File: src/rtl/fetch_ctrl.sv
// Instruction fetch controller: walks a PC over a combinational instruction memory
// and buffers fetched words in a 2-entry FIFO in front of the decoder.
module fetch_ctrl #(
    parameter int         MEM_DEPTH = 10,
    parameter logic [3:0] HALT_OP   = 4'b1111
) (
    input  logic        clk,
    input  logic        rst_n,
    input  logic        start,
    output logic [8:0]  mem_addr,
    input  logic [15:0] mem_inst,
    output logic        dec_valid,
    input  logic        dec_ready,
    output logic [15:0] dec_inst,
    output logic [8:0]  dec_pc,
    input  logic        redirect,
    input  logic [8:0]  redirect_addr,
    output logic        halted,
    output logic        busy
);

    typedef enum logic [1:0] {IDLE, FETCH, HALT} state_t;

    localparam logic [8:0] LAST_PC = 9'(MEM_DEPTH - 1);

    state_t      state, state_next;
    logic [8:0]  pc, pc_next, pc_inc, redirect_pc;
    logic [15:0] buf_inst [2];
    logic [8:0]  buf_pc   [2];
    logic        rd_ptr, wr_ptr;
    logic [1:0]  count;
    logic        pop, push, flush;

    assign pc_inc      = (pc == LAST_PC) ? 9'd0 : pc + 9'd1;
    assign redirect_pc = ({1'b0, redirect_addr} >= 10'(MEM_DEPTH)) ? 9'd0 : redirect_addr;

    assign pop   = (count != 2'd0) && dec_ready;
    assign flush = redirect && (state != IDLE);
    assign push  = (state == FETCH) && !redirect && ((count != 2'd2) || pop);

    assign mem_addr  = pc;
    assign dec_valid = (count != 2'd0);
    assign dec_inst  = buf_inst[rd_ptr];
    assign dec_pc    = buf_pc[rd_ptr];
    assign halted    = (state == HALT);
    assign busy      = (state == FETCH);

    always_ff @(posedge clk or negedge rst_n) begin
        if (!rst_n) begin
            state <= IDLE;
            pc    <= 9'd0;
        end else begin
            state <= state_next;
            pc    <= pc_next;
        end
    end

    // Redirect outranks start everywhere; in IDLE it only retargets the PC.
    always_comb begin
        state_next = state;
        pc_next    = pc;
        case (state)
            IDLE: begin
                if (redirect) begin
                    pc_next = redirect_pc;
                end else if (start) begin
                    state_next = FETCH;
                end
            end
            FETCH: begin
                if (redirect) begin
                    pc_next = redirect_pc;
                end else if (push) begin
                    pc_next = pc_inc;
                    if (mem_inst[15:12] == HALT_OP) begin
                        state_next = HALT;
                    end
                end
            end
            HALT: begin
                if (redirect) begin
                    pc_next    = redirect_pc;
                    state_next = FETCH;
                end else if (start) begin
                    state_next = FETCH;
                end
            end
            default: begin
                state_next = IDLE;
            end
        endcase
    end

    always_ff @(posedge clk or negedge rst_n) begin
        if (!rst_n) begin
            count  <= 2'd0;
            rd_ptr <= 1'b0;
            wr_ptr <= 1'b0;
        end else if (flush) begin
            count  <= 2'd0;
            rd_ptr <= 1'b0;
            wr_ptr <= 1'b0;
        end else begin
            if (push) begin
                wr_ptr <= ~wr_ptr;
            end
            if (pop) begin
                rd_ptr <= ~rd_ptr;
            end
            count <= count + 2'(push) - 2'(pop);
        end
    end

    // Payload storage needs no reset; dec_valid masks stale entries.
    always_ff @(posedge clk) begin
        if (push) begin
            buf_inst[wr_ptr] <= mem_inst;
            buf_pc[wr_ptr]   <= pc;
        end
    end

endmodule

File: config.mk
export PLATFORM = sky130hd
export DESIGN_NAME = fetch_ctrl
export DESIGN_NICKNAME = d
export VERILOG_FILES = /design/src/rtl/fetch_ctrl.sv
export SDC_FILE = /design/constraint.sdc
export NUM_CORES = 1
export LEC_CHECK = 0
export CAP_MARGIN = 15
export CORE_MARGIN = 2
export CORE_UTILIZATION = 40
export CTS_CLUSTER_SIZE = 25
export DETAILED_ROUTE_END_ITERATION = 6
export GPL_TIMING_DRIVEN = 0
export PLACE_DENSITY = 0.66
export SLEW_MARGIN = 20
export SYNTH_ARGS = -nofsm -noshare
export SYNTH_HDL_FRONTEND = slang
export SYNTH_SLANG_ARGS = --single-unit
File: constraint.sdc
create_clock -name clk -period 2.9 [get_ports clk]
set_clock_uncertainty 0.05 [all_clocks]
set_input_delay 0.87 -clock clk [delete_from_list [all_inputs] [get_ports clk]]
set_output_delay 0.87 -clock clk [all_outputs]
set_load 0.01 [all_outputs]
==> results.toml <==
[global_routing]
grt_pass1_wl_mm = 7.99
track_usage_pct = 14.2
grt_max_degree = 26
antenna_found_initial = 0
grt_pass1_vias = 1670
grt_remaining_overflow = 0

[finish]
final_cell_count_no_fill = 334
diodes = 0
final_core_util_pct = 55.3
area_growth_pct = 35.5
drive_above_1_share_pct = 21.7
multi_input_area_um2 = 858
fill_cells = 569
seqCellArea_mm2 = 0.00188
nets = 284

[cts]
cts_tree = "built"
cts_max_level = 3
clk_pin_slew_ps = 60
clk_latency_ps = 330
cts_root_buf = "clkbuf_8"
cts_buffer_depth = 2
numCtsBuffers = 9
postCtsHoldBufs = 0
cts_sinks = 65

[drt]
first_pass_iters = 4
wl_mm = 5.07
antenna_left = 0
vias_per_cell = 5.20
dr.first_iter.drc_count = 71
wl_per_cell_um = 15.2
num_vias = 1737
route.detailed.drc = 0

[synthesis]
synth_area_mm2 = 0.00274
synth_xor_area_share_pct = 1.60
synthTopCellsByArea = "edfxtp_1, dfrtp_1, mux2_2, nor2b_1, ha_1"
synth-simple-area-share_pct = 9.36
synth_cell_types = 42
postSynthAreaPerCell_um2 = 15.9
synthFlopType = "edfxtp_1"
ys_ff_latch = 65
synth_nets = 206
synth_edf_count = 50
syn-instance-count = 172
yosys_warnings = 0
synth_top_area_share_pct = 54.8
ys_async_sr_fraction_pct = 23.1
synth.area.mux_share_pct = 10.6
yosysMostFrequentCell = "edfxtp_1"
synth_compound_area_share_pct = 7.26
yosys.area.top_type = "edfxtp_1"
yosysSeqAreaShare_pct = 68.5
synth_top_family_by_area = "multiplexers"
synthAdderAreaFrac_pct = 1.83
synthTopCellsByCount = "edfxtp_1, mux2_2, dfrtp_1"

[timing]
timing.final.ws_setup_ps = 110
finalHoldViolations = 0
tightest_slew_ps = 740
slew_violations = 0
fmax_mhz = 358
fin_crit_sh_pct = 96.2
min_period_ps = 2790
setup_tns_ps = 0
rsz0062_at_grt = "no"
finalSetupViolCount = 0
slew_headroom_pct = 50.5

[floorplanning]
initial_core_util_pct = 40.8
dieHeight_um = 86.8
rows = 30
die_w_um = 86.8
die_area_mm2 = 0.00753
fp.coreArea_mm2 = 0.00672
ios = 67

[worst_hold_path]
hold_depth = 0
hp-class = "reg -> reg"

[run_status]
status = "completed"

[placed_design]
gp_congestion = 0.796
port_buffers = 66
place_inst = 318
dp_slack_ps = -452
hpwl_mm = 3.44

[worst_setup_path]
start_kind = "flop"
worst_r2r_path_depth = 9
arrival_ps = 1870
endpoint_kind = "primary output"
path_class = "reg -> out"
required_ps = 1980
crit_fanout = 10

[pwr]
power.density_mw_per_mm2 = 826
internal-power_mw = 2.19
p_leak_nw = 1.37
ir_worst_vdd_mv = 0.345
p_clk_share_pct = 22.6
p_sw_mw = 0.878
power_frac_comb_pct = 34.8
p_seq_share_pct = 42.7
switching_share_pct = 28.6

[job]
maxCapViolations = 0
[power by group through the flow]
stage / sequential, mW / combinational (mW) / clock (mW)
6_report: 1.31 / 1.07 / 0.692
3_5_place_dp: 1.32 / 1.07 / 0
4_1_cts: 1.31 / 1.07 / 0.712
5_1_grt: 1.33 / 1.16 / 0.755
3_3_place_gp: 1.31 / 1.05 / 0
2_1_floorplan: 1.30 / 0.591 / 0
[cells by family (layout without fill, tap and decap cells)]
family | after synthesis | count (layout)
AOI/OAI and AO/OA | 26 | 26
xor gates and xnor gates | 5 | 5
adders and majority gates | 4 | 4
buffers and inverters | 6 | 88
DFF | 65 | 65
muxes | 26 | 26
and+or+nand+nor | 40 | 40
[placed cells by master, fill, tap and decap left out, types with 2 or more instances in the layout]
| cell type | n |
|---|---|
| edfxtp_1 | 50 |
| nor3_1 | 2 |
| or2_2 | 2 |
| o21ai_0 | 2 |
| a221o_1 | 2 |
| o21ai_1 | 5 |
| a22o_1 | 5 |
| clkbuf_8 | 9 |
| ha_1 | 4 |
| buf_4 | 3 |
| clkdlybuf4s50_1 | 66 |
| and3_1 | 5 |
| nor2b_1 | 8 |
| xnor2_1 | 4 |
| clkinv_2 | 2 |
| nor2_1 | 7 |
| inv_1 | 3 |
| mux2_2 | 25 |
| dfrtp_1 | 14 |
| nor2_4 | 2 |
| clkinv_1 | 2 |
| and3_2 | 2 |
| a31oi_1 | 2 |
[what timing repair did]
item / CTS / global route
setup endpoints to repair: 70 / 61
buffers inserted: 0 / 2
pin swaps: 0 / 2
resized for setup: 5 / 1
[flip-flops by register name (all words and copies together) (netlist names)]
signal,flops
rd_ptr,1
wr_ptr,1
count,2
buf_inst,32
buf_pc,18
mem_addr,9
state,2
[final timing paths]
path | from | endpoint | slack (ps)
max | rd_ptr | dec_pc[7] | 110
min | mem_addr[1] | buf_pc[1][1] | 540
max reg2reg | count[0] | count[1] | 750
min reg2reg | mem_addr[1] | buf_pc[1][1] | 540
max in group asynchronous | rst_n | rd_ptr | 1360
min in group asynchronous | rst_n | mem_addr[3] | 920
[worst max-delay path: stages (launching register included)]
cell	delay, ps
dfrtp_2	450
clkbuf_4	260
mux2_2	350
clkdlybuf4s50_1	490
[cell type report]
class / count / share of cell area, %
Multi-Input combinational cell: 101 / 23.1
Sequential cell: 65 / 50.6
Tap cell: 80 / 2.70
Buffer: 2 / 0.404
Clock inverter: 5 / 1.28
Inverter: 3 / 0.303
Timing Repair Buffer: 68 / 18.2
Clock buffer: 10 / 3.44
[through the flow]
step	hold WS, ps	power [mW]	area [µm²]
CTS	540	3.09	3700
detailed placement	523	2.39	3520
global route	579	3.24	3710
floorplan	522	1.89	2740
global placement	530	2.36	3500
finish	537	3.07	3710
[metal layers]
layer	up-vias	track usage, %	routed length, µm
met1	849	18.5	2290
met4	0	7.24	85
met5	-	0	0
li1	823	-	-
met2	56	21.5	2380
met3	9	4.19	327
Power figures use the tool's default switching activity.
